## src/rtl/pwm_pkg.sv

```systemverilog
// Shared constants and helpers for the PWM output stage and its timebase.
package pwm_pkg;

  localparam int PWM_CNT_W                = 8;
  localparam logic [PWM_CNT_W-1:0] PWM_DUTY_FULL = 8'hFF;
  localparam logic [PWM_CNT_W-1:0] PWM_DUTY_ZERO = 8'h00;
  localparam int PWM_PRESCALE_DIV_DEFAULT = 13;

  typedef enum logic [1:0] {
    OUT_LOW  = 2'd0,
    OUT_HIGH = 2'd1,
    OUT_PWM  = 2'd2
  } out_mode_e;

  // Full-scale duty is special-cased so the output never drops for one tick at the wrap.
  function automatic logic pwm_level(input logic [PWM_CNT_W-1:0] cnt,
                                     input logic [PWM_CNT_W-1:0] duty);
    return (duty == PWM_DUTY_FULL) ? 1'b1 : (cnt < duty);
  endfunction

  function automatic out_mode_e out_mode(input logic en_out, input logic en_pwm);
    if (!en_out)      return OUT_LOW;
    else if (!en_pwm) return OUT_HIGH;
    else              return OUT_PWM;
  endfunction

endpackage

```

## src/rtl/pwm_timebase.sv

```systemverilog
// Prescaled 8-bit PWM timebase: tick counter, period-boundary strobe and a
// period_start pulse aligned with the registered outputs of the consumer.
module pwm_timebase
  import pwm_pkg::*;
#(
  parameter int PRESCALE_DIV = PWM_PRESCALE_DIV_DEFAULT
) (
  input  logic                 clk,
  input  logic                 rst,
  output logic [PWM_CNT_W-1:0] tick_cnt,
  output logic                 wrap,
  output logic                 period_start
);

  localparam int PRE_W = (PRESCALE_DIV > 1) ? $clog2(PRESCALE_DIV) : 1;

  logic [PRE_W-1:0] prescale_cnt;
  logic             tick;
  logic             first_q;
  logic             wrap_q;

  assign tick = (prescale_cnt == PRE_W'(PRESCALE_DIV - 1));
  assign wrap = first_q | (tick & (tick_cnt == '1));

  // NOTE: reset is synchronous (sampled only at the clock edge) and all state uses <=.
  always_ff @(posedge clk) begin
    if (rst) begin
      prescale_cnt <= '0;
      tick_cnt     <= '0;
      first_q      <= 1'b1;
      wrap_q       <= 1'b0;
      period_start <= 1'b0;
    end else begin
      first_q      <= 1'b0;
      wrap_q       <= wrap;
      period_start <= wrap_q;
      // Counters hold during the post-reset boundary so the first period starts at tick 0.
      if (!first_q) begin
        prescale_cnt <= tick ? '0 : prescale_cnt + 1'b1;
        if (tick) tick_cnt <= tick_cnt + 1'b1;
      end
    end
  end

endmodule

```

## src/rtl/pwm_output_stage.sv

```systemverilog
// Drives N_OUT user outputs as low, static high or PWM; duty and PWM enables are
// shadowed at period boundaries so every period is a complete, glitch-free waveform.
module pwm_output_stage
  import pwm_pkg::*;
#(
  parameter int N_OUT        = 16,
  parameter int PRESCALE_DIV = PWM_PRESCALE_DIV_DEFAULT
) (
  input  logic                 clk,
  input  logic                 rst,
  input  logic [N_OUT-1:0]     en_reg_out,
  input  logic [N_OUT-1:0]     en_reg_pwm,
  input  logic [PWM_CNT_W-1:0] pwm_duty_cycle,
  output logic [N_OUT-1:0]     pwm_out,
  output logic                 period_start
);

  logic [PWM_CNT_W-1:0] tick_cnt;
  logic                 wrap;
  logic [PWM_CNT_W-1:0] duty_shadow;
  logic [N_OUT-1:0]     pwm_en_shadow;
  logic                 level;
  logic [N_OUT-1:0]     pwm_next;

  pwm_timebase #(.PRESCALE_DIV(PRESCALE_DIV)) u_timebase (
    .clk          (clk),
    .rst          (rst),
    .tick_cnt     (tick_cnt),
    .wrap         (wrap),
    .period_start (period_start)
  );

  always_ff @(posedge clk) begin
    if (rst) begin
      duty_shadow   <= PWM_DUTY_ZERO;
      pwm_en_shadow <= '0;
    end else if (wrap) begin
      duty_shadow   <= pwm_duty_cycle;
      pwm_en_shadow <= en_reg_pwm;
    end
  end

  assign level = pwm_level(tick_cnt, duty_shadow);

  // en_reg_out is used live so disabling an output takes effect mid-period.
  for (genvar i = 0; i < N_OUT; i++) begin : g_out
    out_mode_e mode;
    assign mode        = out_mode(en_reg_out[i], pwm_en_shadow[i]);
    assign pwm_next[i] = (mode == OUT_PWM) ? level : (mode == OUT_HIGH);
  end

  always_ff @(posedge clk) begin
    if (rst) pwm_out <= '0;
    else     pwm_out <= pwm_next;
  end

endmodule

```

## config.mk

```make
export PLATFORM = sky130hd
export DESIGN_NAME = pwm_output_stage
export DESIGN_NICKNAME = d
export VERILOG_FILES = /design/src/rtl/pwm_pkg.sv /design/src/rtl/pwm_timebase.sv /design/src/rtl/pwm_output_stage.sv
export SDC_FILE = /design/constraint.sdc
export NUM_CORES = 1
export LEC_CHECK = 0
export BUFFER_PORTS_ARGS = -buffer_cell sky130_fd_sc_hd__buf_2
export CORE_MARGIN = 3
export CORE_UTILIZATION = 47
export CTS_CLUSTER_DIAMETER = 30
export CTS_CLUSTER_SIZE = 12
export DETAILED_ROUTE_END_ITERATION = 12
export PLACE_DENSITY = 0.8
export SLEW_MARGIN = 0
export SYNTH_ARGS = -nofsm -noshare
export SYNTH_HDL_FRONTEND = slang
export SYNTH_SLANG_ARGS = --single-unit
```

## constraint.sdc

```tcl
create_clock -name clk -period 1.5 [get_ports clk]
set_input_delay 0.075 -clock clk [delete_from_list [all_inputs] [get_ports clk]]
set_output_delay 0.075 -clock clk [all_outputs]
set_load 0.05 [all_outputs]
```

# --- Yosys cells after proc, flatten, opt, wreduce, memory -nomap -nowiden ---
# Index checks and enable logic that the tools add are counted.
classes:
  n_addsub: 2
  n_lt_le_gt_ge: 1
  eq_ne: 35
  n_mux: 51
  n_bitwise: 3
  n_reduce_logical: 1
ops:
  columns: ["operator", "count"]
  rows:
  - ["$mux W2", 32]
  - ["$eq A2 B1 Y1 const B", 16]
  - ["$eq A2 B2 Y1 const B", 16]
  - ["$mux W1", 18]
  - ["$eq A8 B8 Y1 const B", 2]
  - ["$add A8 B1 Y8 const B", 1]
  - ["$lt A8 B8 Y1", 1]
  - ["$add A4 B1 Y4 const B", 1]
  - ["$eq A4 B4 Y1 const B", 1]
  - ["$mux W4", 1]
  - ["$reduce_and A2 Y1", 1]
  - ["$and A1 B1 Y1", 1]
  - ["$not A1 Y1", 1]
  - ["$or A1 B1 Y1", 1]
word_totals:
  regBits: 55
  in_bits: 42
  output_inout_bits: 17
  wordCells: 101

# --- Longest topological paths before layout ---
depth:
  word_depth: 4
  ltp_mapped: 7
  mapped_depth_nobuf: 6

# --- Hierarchy ---
# From an unflattened synthesis, not the netlist that was laid out.
hier_totals:
  cells_unflattened: 228
  area_unflattened_um2: 2248.4
by_module_without_submodules:
  columns: ["module", "n_inst", "cells_per_inst", "area_per_inst_um2", "seq_area_each_um2"]
  rows:
  - ["pwm_output_stage", 1, 155, 1572.8, 800.8]
  - ["pwm_timebase", 1, 73, 675.6, 300.3]

# --- Worst setup path after synthesis ---
# Ideal clock, no wire load.
synth_path:
  kind: "register to register"
  from: "register u_timebase.tick_cnt[2]"
  to: "register pwm_out[10]"
  setup_ns: 0.116
  arrival_ns: 1.484
  t_required_ns: 1.384
  path_slack_ns: -0.100
  path_stages_with_launch: 7
  n_path_buf: 1
  period_less_slack_ns: 1.600
  path_cell_list: "dfxtp_1 -> ha_1 -> o21a_1 -> o22ai_1 -> o32ai_4 -> buf_6 -> a21oi_2"
synth_via:
  elab_chain_len: 3
synth_rtl:
  columns: ["element", "line", "text"]
  rows:
  - ["from (decl)", "pwm_timebase.sv:10", "output logic [PWM_CNT_W-1:0] tick_cnt,"]
  - ["from (signal assigned)", "pwm_timebase.sv:40", "if (tick) tick_cnt <= tick_cnt + 1'b1;"]
  - ["$lt A8 B8 Y1", "pwm_pkg.sv:18", "return (duty == PWM_DUTY_FULL) ? 1'b1 : (cnt < duty);"]
  - ["$mux W1", "pwm_pkg.sv:18", null]
  - ["$mux W1", "pwm_output_stage.sv:49", "assign pwm_next[i] = (mode == OUT_PWM) ? level : (mode == OUT_HIGH);"]
  - ["to (signal assigned)", "pwm_output_stage.sv:54", "else pwm_out <= pwm_next;"]
  - ["to (decl)", "pwm_output_stage.sv:14", "output logic [N_OUT-1:0] pwm_out,"]
# Every way passes these cells.
# A chain may end at the register's enable or synchronous reset.

# --- Final worst setup path ---
layout_path:
  from: "register duty_shadow[2]"
  to: "register pwm_out[2]"
layout_via:
  elab_chain_len: 3
  word_cells_on_any_way: 4
  cone_classes: "1 x order compare; 1 x eq/ne; 2 x mux"
layout_rtl:
  columns: ["element", "line", "text"]
  rows:
  - ["from (decl)", "pwm_output_stage.sv:20", "logic [PWM_CNT_W-1:0] duty_shadow;"]
  - ["from (signal assigned)", "pwm_output_stage.sv:38", "duty_shadow <= pwm_duty_cycle;"]
  - ["$lt A8 B8 Y1 or $eq A8 B8 Y1 (tied branches)", "pwm_pkg.sv:18", null]
  - ["$mux W1 (*)", "pwm_pkg.sv:18", null]
  - ["$mux W1 (*)", "pwm_output_stage.sv:49", null]
# Every way passes the cells marked *; elsewhere a longest branch is shown, timed or not.

==> impl_metrics.tcl <==
set metrics [dict create \
    finalHoldViolCount 0 \
    remaining_drc_errors 0 \
    p_leak_uw 0.001473 \
    layout_setup_ws_ns -0.1314 \
    antenna_cells 0 \
    drive_gt1_frac 0.5816 \
    synth_seq_cells 55 \
    async_flop_share 0 \
    final_cell_mix "buf_2 (58), a21oi_2 (40), dfxtp_1 (39), nand2_1 (30), nand2_4 (22)" \
    dieArea_um2 5722 \
    cts_buffers 5 \
    clk_pin_slew_ns 0.11 \
    period_share 1.088 \
    core_um2 4504 \
    period_minus_slack_ns 1.631 \
    synthToLayoutAreaGrowth_pct 51.15 \
    slew_headroom 0.7494 \
    path_cells "inv_2 -> ha_4 -> o21a_1 -> o22ai_2 -> o32ai_4 -> buf_6 -> a21oi_2" \
    hold_depth 3 \
    critPathMaxFanout 6 \
    grt_pass1_vias 1942 \
    drtPass1Iterations 4 \
    h-tree-depth 2 \
    fillers 275 \
    grt-ovfl-total 0 \
    maxSlewViolCount 0 \
    clk_latency_ns 0.31 \
    cts_tree "yes" \
    syn_inst 251 \
    dpl_cell_area_um2 2796 \
    grt_max_degree 42 \
    die_x_um 75.65 \
    wire_per_inst_um 17.46 \
    max-clock-path-buffers 2 \
    ioPinCount 59 \
    setup-violations-final 33 \
    initial_utilization 0.5061 \
    grt_pass1_wl_um 8569 \
    worst_setup_path_end_kind "flip-flop" \
    failed_checks "setup timing" \
    worst-r2r-cell-count 7 \
    portBuffers 58 \
    hp-class "primary input to flip-flop" \
    syn_area_per_cell_um2 9.082 \
    drv_cap 0 \
    worst-setup-path-type "flip-flop to flip-flop" \
    synthFlopType "dfxtp_1" \
    die_y_um 75.65 \
    rows 24 \
    synth_nets 303 \
    fin_area_um2 3446 \
    fmax_mhz 613.0 \
    place_hpwl_um 3502 \
    final_common_cell "buf_2" \
    synth_area_um2 2280 \
    antenna_found_initial 0 \
    rsz0062_at_grt "true" \
    place_congestion 0.7722 \
    vias 2121 \
    yosysWarnings 0 \
    hold_ws_ns 0.003991 \
    viasPerCell 5.452 \
    slowest_delay_ns 0.42 \
    fin_worst_skew_ns 0.01215 \
    ir_drop_uv 526.5 \
    powerDensity_nw_per_um2 877.1 \
    cts.sinks 55 \
    fin_nets 388 \
    fin_tns_setup_ns -2.587 \
    routed_wl_um 6791 \
    synth-seq-area-share 0.4830 \
    status "finished with violations" \
    tightest_slew_ns 0.3759 \
    synth_edf_count 0 \
    critical_path_arrival_ns 1.84 \
    cp.required_ns 1.71 \
    post_synth_num_cell_types 32 \
    globalRouteTotalUtil 0.1952 \
    setup.worst_path.start_class "flip-flop" \
    drt-initial-drc-count 96 \
    cts-root-buf "clkbuf_8" \
    ant_nets 0 \
    cp_slowest_cell "o32ai_4" \
]
==> metal layers <==
layer	GRT usage	vias up	part of all wire
li1	-	1005	-
met1	0.2270	1009	0.40
met2	0.3519	88	0.52
met3	0.03694	19	0.050
met4	0.07573	0	0.029
met5	0	-	0
==> worst paths after layout <==
kind         slack, ns    endpoint             start
max              -0.13  pwm_out[2]    duty_shadow[2]
min              0.004  pwm_out[9]     en_reg_out[9]
max reg2reg      -0.13  pwm_out[2]    duty_shadow[2]
min reg2reg       0.44  pwm_out[2]  pwm_en_shadow[2]
==> per-stage QoR <==
stage / utilization / setup slack (ns) / instances / total power [uW]
2_1_floorplan: - / -0.008894 / 251 / 1895
3_3_place_gp: 0.6208 / -0.03165 / 370 / 2039
3_5_place_dp: 0.6208 / -0.07707 / 370 / 2051
4_1_cts: 0.6872 / -0.06973 / 385 / 2895
5_1_grt: 0.7650 / -0.1971 / 389 / 3127
6_report: 0.7650 / -0.1314 / 389 / 3022
==> cells in the mapped netlist, types with 2 or more instances <==
library cell	number	area, um2
buf_6	3	33.78
nand2b_1	16	100.1
xor2_1	4	35.03
inv_1	10	37.54
clkbuf_1	6	22.52
dfxtp_1	55	1101
o21a_1	2	15.01
nor2_1	9	33.78
a21oi_2	10	87.58
o21ai_0	2	10.01
nand2_1	55	206.5
nor2b_1	2	12.51
nand4_1	6	37.54
xnor2_1	4	35.03
buf_2	3	15.01
ha_1	10	125.1
nor3_1	4	20.02
a21oi_1	36	180.2
==> what timing repair did <==
| action | 4_1_cts | 5_1_grt |
|---|---|---|
| hold endpoints to repair | 2 | 0 |
| resized for setup | 33 | 75 |
| endpoints found under the setup margin | 40 | 40 |
| setup buffers | 4 | 2 |
| gates cloned | 1 | 2 |
| pin swaps | 19 | 48 |
| hold buffers | 2 | 0 |
==> worst max-delay path: cells and delay by family, from the launching register on <==
| kind | cells | cell delay, ns |
|---|---|---|
| fa+ha+maj | 1 | 0.24 |
| compound gates | 4 | 0.67 |
| buf+inv | 2 | 0.25 |
| flops | 1 | 0.37 |
==> kinds of logic (layout without fill, tap and decap cells) <==
group / after synthesis / count (layout) / synth area share
buffers and inverters: 22 / 108 / 0.04775
AND/OR/NAND/NOR: 100 / 100 / 0.2108
adder cells (fa/ha/maj): 10 / 10 / 0.05488
XOR/XNOR: 8 / 8 / 0.03073
flip-flops: 55 / 55 / 0.4830
multiplexers: 1 / 1 / 0.004391
AO/OA/AOI/OAI: 55 / 55 / 0.1685
==> power by group <==
part / internal, uW / switching [uW]
Clock: 330 / 492
Combinational: 262 / 366
Sequential: 1530 / 41.8
==> final cells by class <==
class                   count  area [um2]  area share
multi-input cells         174        1470      0.4267
clock buffers               5       68.82     0.01997
clock inverters             3       18.77    0.005447
well taps                  52       65.06     0.01888
flip-flops and latches     55        1126      0.3268
inverters                  10       37.54     0.01089
repair buffers             90       659.4      0.1914
==> sequential cells by signal (all words and copies together), names as in the netlist <==
name / count
pwm_out: 16
u_timebase.prescale_cnt: 4
duty_shadow: 8
pwm_en_shadow: 16
u_timebase.wrap_q: 1
u_timebase.tick_cnt: 8
u_timebase.first_q: 1
u_timebase.period_start: 1
No activity file was read; power rests on OpenSTA's default activity.
